--- config.mk ---
export PLATFORM = sky130hd
export DESIGN_NAME = idli_sqi_ctl_m
export DESIGN_NICKNAME = d
export VERILOG_FILES = /design/src/rtl/idli_sqi_ctl_pkg.sv /design/src/rtl/idli_sqi_ctl_m.sv
export SDC_FILE = /design/constraint.sdc
export NUM_CORES = 1
export LEC_CHECK = 0
export CAP_MARGIN = 20
export CELL_PAD_IN_SITES_DETAIL_PLACEMENT = 1
export CELL_PAD_IN_SITES_GLOBAL_PLACEMENT = 1
export CORE_UTILIZATION = 30
export DETAILED_ROUTE_END_ITERATION = 10
export PLACE_DENSITY_LB_ADDON = 0.1
export RECOVER_POWER = 50
export SYNTH_ARGS = -nofsm -noshare
export SYNTH_HDL_FRONTEND = slang
export SYNTH_SLANG_ARGS = --single-unit
--- constraint.sdc ---
create_clock -name i_ctl_gck -period 1.9 [get_ports i_ctl_gck]
set_clock_uncertainty 0.2 [all_clocks]
set_input_delay 0.38 -clock i_ctl_gck [delete_from_list [all_inputs] [get_ports i_ctl_gck]]
set_output_delay 0.38 -clock i_ctl_gck [all_outputs]
set_load 0.005 [all_outputs]
--- src/rtl/idli_sqi_ctl_pkg.sv ---
// Shared types and constants for the dual SQI memory sequencer.
//   sqi_state_t : sequencer states
//   sqi_out_t   : registered output bundle driven to the memories and data buffer
//   ctr_t       : slice counter handed to the SQI data buffer
package idli_sqi_ctl_pkg;

  localparam int unsigned SQI_ADDR_W  = 24;
  localparam int unsigned SQI_WORD_W  = 16;
  localparam int unsigned SQI_CMD_W   = 8;
  localparam int unsigned SQI_SR_W    = SQI_CMD_W + SQI_ADDR_W;
  localparam int unsigned SQI_NIB_W   = 4;
  localparam int unsigned SQI_CTR_W   = 2;
  localparam int unsigned SQI_PHASE_W = 3;

  localparam logic [SQI_CMD_W-1:0] SQI_CMD_READ  = 8'h03;
  localparam logic [SQI_CMD_W-1:0] SQI_CMD_WRITE = 8'h02;
  localparam logic [SQI_CMD_W-1:0] SQI_CMD_EQIO  = 8'h38;

  typedef logic [SQI_CTR_W-1:0] ctr_t;

  typedef enum logic [2:0] {
    SQI_INIT,
    SQI_DESEL,
    SQI_CMD,
    SQI_ADDR,
    SQI_DUMMY,
    SQI_DATA,
    SQI_IDLE
  } sqi_state_t;

  typedef struct packed {
    logic                 cs;
    logic                 sck_en;
    logic                 sio_oe;
    logic [SQI_NIB_W-1:0] sio;
    logic                 data;
    ctr_t                 ctr;
    logic                 rdy;
  } sqi_out_t;

  // EQIO is sent while the parts are still in serial mode: one bit per
  // clock on SIO[0], so each command bit becomes its own nibble.
  function automatic logic [SQI_SR_W-1:0] sqi_serial_nibbles(input logic [SQI_CMD_W-1:0] b);
    logic [SQI_SR_W-1:0] r;
    r = '0;
    for (int i = 0; i < int'(SQI_CMD_W); i++) begin
      r[i*SQI_NIB_W +: SQI_NIB_W] = {3'b000, b[i]};
    end
    return r;
  endfunction

  // Quad command followed by the 24-bit byte address of a 16-bit word.
  function automatic logic [SQI_SR_W-1:0] sqi_cmd_word(input logic wr,
                                                       input logic [SQI_WORD_W-1:0] addr);
    logic [SQI_CMD_W-1:0] cmd;
    cmd = wr ? SQI_CMD_WRITE : SQI_CMD_READ;
    return {cmd, 7'b0000000, addr, 1'b0};
  endfunction

endpackage

--- src/rtl/idli_sqi_ctl_m.sv ---
// Sequencer for the low/high nibble SQI memory pair sharing CS, SCK and the
// command/address stream. Puts both parts in quad mode after reset, then
// issues read/write commands on each redirect and parks in the data phase.
// Ports:
//   i_ctl_gck, i_ctl_rst          : clock, synchronous active-high reset
//   i_ctl_redirect/addr/wr_en     : start a new access at a word address
//   o_ctl_cs, o_ctl_sck_en        : chip-select (active-low), SCK gate
//   o_ctl_sio_oe, o_ctl_sio       : controller-driven nibble and its enable
//   o_ctl_data, o_ctl_ctr         : data phase flag and buffer slice counter
//   o_ctl_rdy                     : initialised and no command in flight
module idli_sqi_ctl_m
  import idli_sqi_ctl_pkg::*;
(
  input  logic                  i_ctl_gck,
  input  logic                  i_ctl_rst,
  input  logic                  i_ctl_redirect,
  input  logic [SQI_WORD_W-1:0] i_ctl_addr,
  input  logic                  i_ctl_wr_en,
  output logic                  o_ctl_cs,
  output logic                  o_ctl_sck_en,
  output logic                  o_ctl_sio_oe,
  output logic [SQI_NIB_W-1:0]  o_ctl_sio,
  output logic                  o_ctl_data,
  output ctr_t                  o_ctl_ctr,
  output logic                  o_ctl_rdy
);

  localparam sqi_out_t OUT_RST = '{cs: 1'b1, sck_en: 1'b0, sio_oe: 1'b0, sio: 4'h0,
                                   data: 1'b0, ctr: 2'b00, rdy: 1'b0};

  sqi_state_t             state_q, state_d;
  logic [SQI_PHASE_W-1:0] phase_q, phase_d;
  logic [SQI_SR_W-1:0]    sr_q, sr_d;
  logic [SQI_WORD_W-1:0]  addr_q, addr_d;
  logic                   wr_q, wr_d;
  logic                   pend_q, pend_d;
  logic                   run_q;
  sqi_out_t               out_q, out_d;

  // State, datapath and output registers.
  always_ff @(posedge i_ctl_gck) begin
    if (i_ctl_rst) begin
      state_q <= SQI_INIT;
      phase_q <= '0;
      sr_q    <= '0;
      addr_q  <= '0;
      wr_q    <= 1'b0;
      pend_q  <= 1'b0;
      run_q   <= 1'b0;
      out_q   <= OUT_RST;
    end else begin
      state_q <= state_d;
      phase_q <= phase_d;
      sr_q    <= sr_d;
      addr_q  <= addr_d;
      wr_q    <= wr_d;
      pend_q  <= pend_d;
      run_q   <= 1'b1;
      out_q   <= out_d;
    end
  end

  // Next state, plus outputs for the state being entered so they register
  // in step with it.
  always_comb begin
    state_d = state_q;
    phase_d = SQI_PHASE_W'(phase_q + SQI_PHASE_W'(1));
    sr_d    = sr_q << SQI_NIB_W;
    addr_d  = addr_q;
    wr_d    = wr_q;
    pend_d  = pend_q;
    out_d   = OUT_RST;

    // Any redirect replaces the target; the last one before CMD wins.
    if (i_ctl_redirect) begin
      addr_d = i_ctl_addr;
      wr_d   = i_ctl_wr_en;
      pend_d = 1'b1;
    end

    if (!run_q) begin
      state_d = SQI_INIT;
      phase_d = '0;
      sr_d    = sqi_serial_nibbles(SQI_CMD_EQIO);
    end else if (i_ctl_redirect && (state_q != SQI_INIT)) begin
      state_d = SQI_DESEL;
      phase_d = '0;
    end else begin
      unique case (state_q)
        SQI_INIT: begin
          if (phase_q == SQI_PHASE_W'(7)) begin
            state_d = SQI_DESEL;
            phase_d = '0;
          end
        end
        SQI_DESEL: begin
          phase_d = '0;
          if (pend_q) begin
            state_d = SQI_CMD;
            sr_d    = sqi_cmd_word(wr_q, addr_q);
            pend_d  = 1'b0;
          end else begin
            state_d = SQI_IDLE;
          end
        end
        SQI_CMD: begin
          if (phase_q == SQI_PHASE_W'(1)) begin
            state_d = SQI_ADDR;
            phase_d = '0;
          end
        end
        SQI_ADDR: begin
          if (phase_q == SQI_PHASE_W'(5)) begin
            state_d = wr_q ? SQI_DATA : SQI_DUMMY;
            phase_d = '0;
          end
        end
        SQI_DUMMY: begin
          if (phase_q == SQI_PHASE_W'(1)) begin
            state_d = SQI_DATA;
            phase_d = '0;
          end
        end
        SQI_DATA: phase_d = '0;
        SQI_IDLE: phase_d = '0;
        default: begin
          state_d = SQI_DESEL;
          phase_d = '0;
        end
      endcase
    end

    unique case (state_d)
      SQI_INIT, SQI_CMD, SQI_ADDR: begin
        out_d.cs     = 1'b0;
        out_d.sck_en = 1'b1;
        out_d.sio_oe = 1'b1;
        out_d.sio    = sr_d[SQI_SR_W-1 -: SQI_NIB_W];
      end
      SQI_DUMMY: begin
        out_d.cs     = 1'b0;
        out_d.sck_en = 1'b1;
      end
      SQI_DATA: begin
        out_d.cs     = 1'b0;
        out_d.sck_en = 1'b1;
        out_d.data   = 1'b1;
        out_d.rdy    = 1'b1;
        // Buffer slice count restarts with every new data phase.
        out_d.ctr    = (state_q == SQI_DATA) ? ctr_t'(out_q.ctr + ctr_t'(1)) : '0;
      end
      SQI_IDLE: out_d.rdy = 1'b1;
      default: ;
    endcase
  end

  assign o_ctl_cs     = out_q.cs;
  assign o_ctl_sck_en = out_q.sck_en;
  assign o_ctl_sio_oe = out_q.sio_oe;
  assign o_ctl_sio    = out_q.sio;
  assign o_ctl_data   = out_q.data;
  assign o_ctl_ctr    = out_q.ctr;
  assign o_ctl_rdy    = out_q.rdy;

endmodule

==> results by group <==
Yosys
  • Yosys top cell area share: 52.2%
  • Synthesis Warnings: 0
  • Post-synth EDFFs: 0
  • Ys async rst share: 0%
  • Seq/Total Area, Yosys: 52.2%
  • Synth top area cells: dfxtp_1 (52%), mux2i_1 (7.0%), nand2_1 (4.8%)
  • Cell variety after synth: 50
  • Count leader, synth: dfxtp_1
  • Synthesized Nets: 264
  • Synth Instances: 241
  • Dominant cell type by area after synthesis: dfxtp_1
  • Commonest cells post-synth: dfxtp_1 (63), nand2_1 (31), nor2_1 (30)
  • Post-synth top flop: dfxtp_1
  • Register bit total from synthesis: 63
  • Syn avg cell area: roughly 10 um2
  • Mapped Area: 0.00242 mm2

Global routing
  • M2 GR Usage: 19.4%
  • M1 GR Usage: ~18%
  • First-pass GRT wire length: 8600 um
  • GRT overflow: 0
  • Vias in the first global route: 1,718
  • Largest net degree at the start of global routing: 23
  • GRT Total Usage: a little over an eighth
  • Initial antenna violation count: 0
  • GRT met3 Usage: 4.56%
  • Most Used Layer, Global Route: met2

Cells and area
  • Area Growth Syn to Fin: 25.1%
  • Fraction of layout cells with a size suffix above 1: between 10% and 20%
  • N_diodes: 0
  • Finished Layout Cells: 388
  • Nets: approximately 300

Timing
  • Period utilization: 95.1%
  • Rel. slew slack: 64.6%
  • Final Hold Vio Count: 0
  • RSZ-0062 raised after global routing: false
  • Worst slew pin tran: about 0.53 ns
  • Finish-stage setup viols: 0
  • FMAX: about 550 MHz
  • Final min period: 1.81 ns
  • Setup ws final: 0.0939 ns
  • Final Slew Violations: 0
  • Hold WS: 0.238 ns

Worst setup path
  • Critical path class: primary input to register
  • Cell Chain, Critical Path: clkdlybuf4s50_1 > and4bb_1 > o21ai_0 > and2_2 > a211o_1
  • Worst path max stage delay: 0.53 ns
  • Slowest cell on crit path: clkdlybuf4s50_1
  • WP data required: 1.92 ns
  • Worst EP arrival: 1.82 ns
  • CP Max Fanout: 10
  • Worst setup EP type: register
  • CP startpoint kind: primary input

Place
  • Final HPWL DP: 3480 um
  • Port Buffers: 30
  • DP Worst Slack: -0.273 ns
  • GP Congestion: about 0.70
  • Placed cell count: 372

Clock tree
  • CTS tree: yes
  • Htree depth: 3
  • Num CTS Buffers: 9
  • Clock Pin Slew Worst Setup and Hold Paths: around 0.06 ns
  • Hold_buf cts: 0
  • Maximum clock insertion buffer count: 2
  • CTS Root Buffer Type: clkbuf_8
  • Clock tree sinks: 63
  • Worst-Skew Late Latency: 0.33 ns

Die
  • Die X: 91.7 um
  • Starting Density: 31.1%
  • Ports: 31
  • Core region area: 0.00777 mm2
  • Die area: 0.00842 mm2
  • Cell row count: 32
  • Vert. Die Dim: 91.7 um

Power
  • Worst vdd ir: 0.379 mV
  • Pwr/cell area: 855 mW/mm2
  • Leakage power: between 0.001 and 0.0015 uW

Route
  • Avg WL per Cell: between 10 and 15 um
  • DR DRC count: 0
  • Vias after detailed routing: 1,783
  • Total wire length: 4990 um
  • Via density: around 4.6
  • DR iter-0 viols: 37
  • DRT antenna net count: 0
  • DRT Pass-1 Iters: 4

Flow run
  • Number of max-cap violations: 0

Outcome
  • Status: finished, final reports clean

Worst hold path
  • Hold Path Class: register to register
-- worst max-delay path: cells and delay by family --
| family | cells | cell delay (ns) |
|---|---|---|
| simple gates | 2 | 0.55 |
| compound gates | 2 | 0.36 |
| buf+inv | 1 | 0.53 |
-- flip-flops by register name, indices dropped and copies added, names as in the netlist --
signal        cells
sr_q             27
addr_q           16
o_ctl_sio         4
phase_q           3
state_q           3
o_ctl_ctr         2
o_ctl_cs          1
o_ctl_data        1
o_ctl_rdy         1
o_ctl_sck_en      1
o_ctl_sio_oe      1
pend_q            1
run_q             1
wr_q              1
-- path summary, 6_finish.rpt --
path                                      from          to  slack (ns)  cells after the start
worst max-delay path            i_ctl_redirect    o_ctl_cs        0.09                      5
worst min-delay path                  sr_q[20]    sr_q[24]        0.24                      2
worst max register to register      state_q[1]  phase_q[1]        0.13                      5
worst min register to register        sr_q[20]    sr_q[24]        0.24                      2
-- power breakdown --
group,internal (uW),switching [uW]
sequential,1360,19.4
clock,582,474
combinational,84.5,68.0
total,2020,562
-- per-stage QoR --
stage / utilization [%] / TNS, ns / cell area [um2] / total power [uW]
CTS: 39.0 / 0 / 3030 / 2630
global placement: 36.6 / -6.70 / 2850 / 1560
floorplan: - / 0 / 2420 / 1480
detailed placement: 36.6 / -8.22 / 2850 / 1560
finish: 38.9 / 0 / 3020 / 2580
global route: 38.9 / 0 / 3020 / 2720
-- layout by cell type, fill, tap and decap left out, types with 3 or more instances in the layout --
cell type        Yosys  final
o21ai_0              2      3
clkbuf_8             0     12
mux2i_1             17     17
clkdlybuf4s50_1      0     24
a21oi_1             15     15
clkbuf_1             3      3
nand2_1             31     31
and4b_1              4      4
dfxtp_2              0      3
and3_2               5      5
dfxtp_1             63     60
dlygate4sd3_1        0      6
a31oi_1              3      3
nor2_1              30     30
a21oi_2              3      3
and3_1               9      9
nand2b_1             3      3
a211oi_1             4      4
buf_4                2     11
-- kinds of logic (layout without fill, tap and decap cells) --
family	Yosys count	in the layout	synth area share, %
compound gates	34	34	9.79
fa+ha+maj	3	3	1.55
flops	63	63	52.2
buf+inv	19	64	5.75
xor+xnor	2	2	0.725
mux	17	17	7.04
simple gates	103	103	22.9
-- routing by layer --
metal,up-vias,part of all wire (%)
met5,-,0
li1,904,-
met3,9,3.6
met1,841,51
met4,0,2.1
met2,29,43
-- area by class of cell --
class                           count  area, um2
Clock buffer                       14        173
Clock inverter                      2       13.8
Fill cell                         882       4740
Inverter                            2       7.51
Multi-Input combinational cell    159       1020
Sequential cell                    63       1260
Tap cell                          102        128
Timing Repair Buffer               46        412
-- timing repair --
item,4_1_cts,5_1_grt
buffers inserted,0,0
hold endpoints to repair,0,0
setup endpoints to repair,3,8
resized for setup,1,5
No activity file was read; power rests on OpenSTA's default activity.
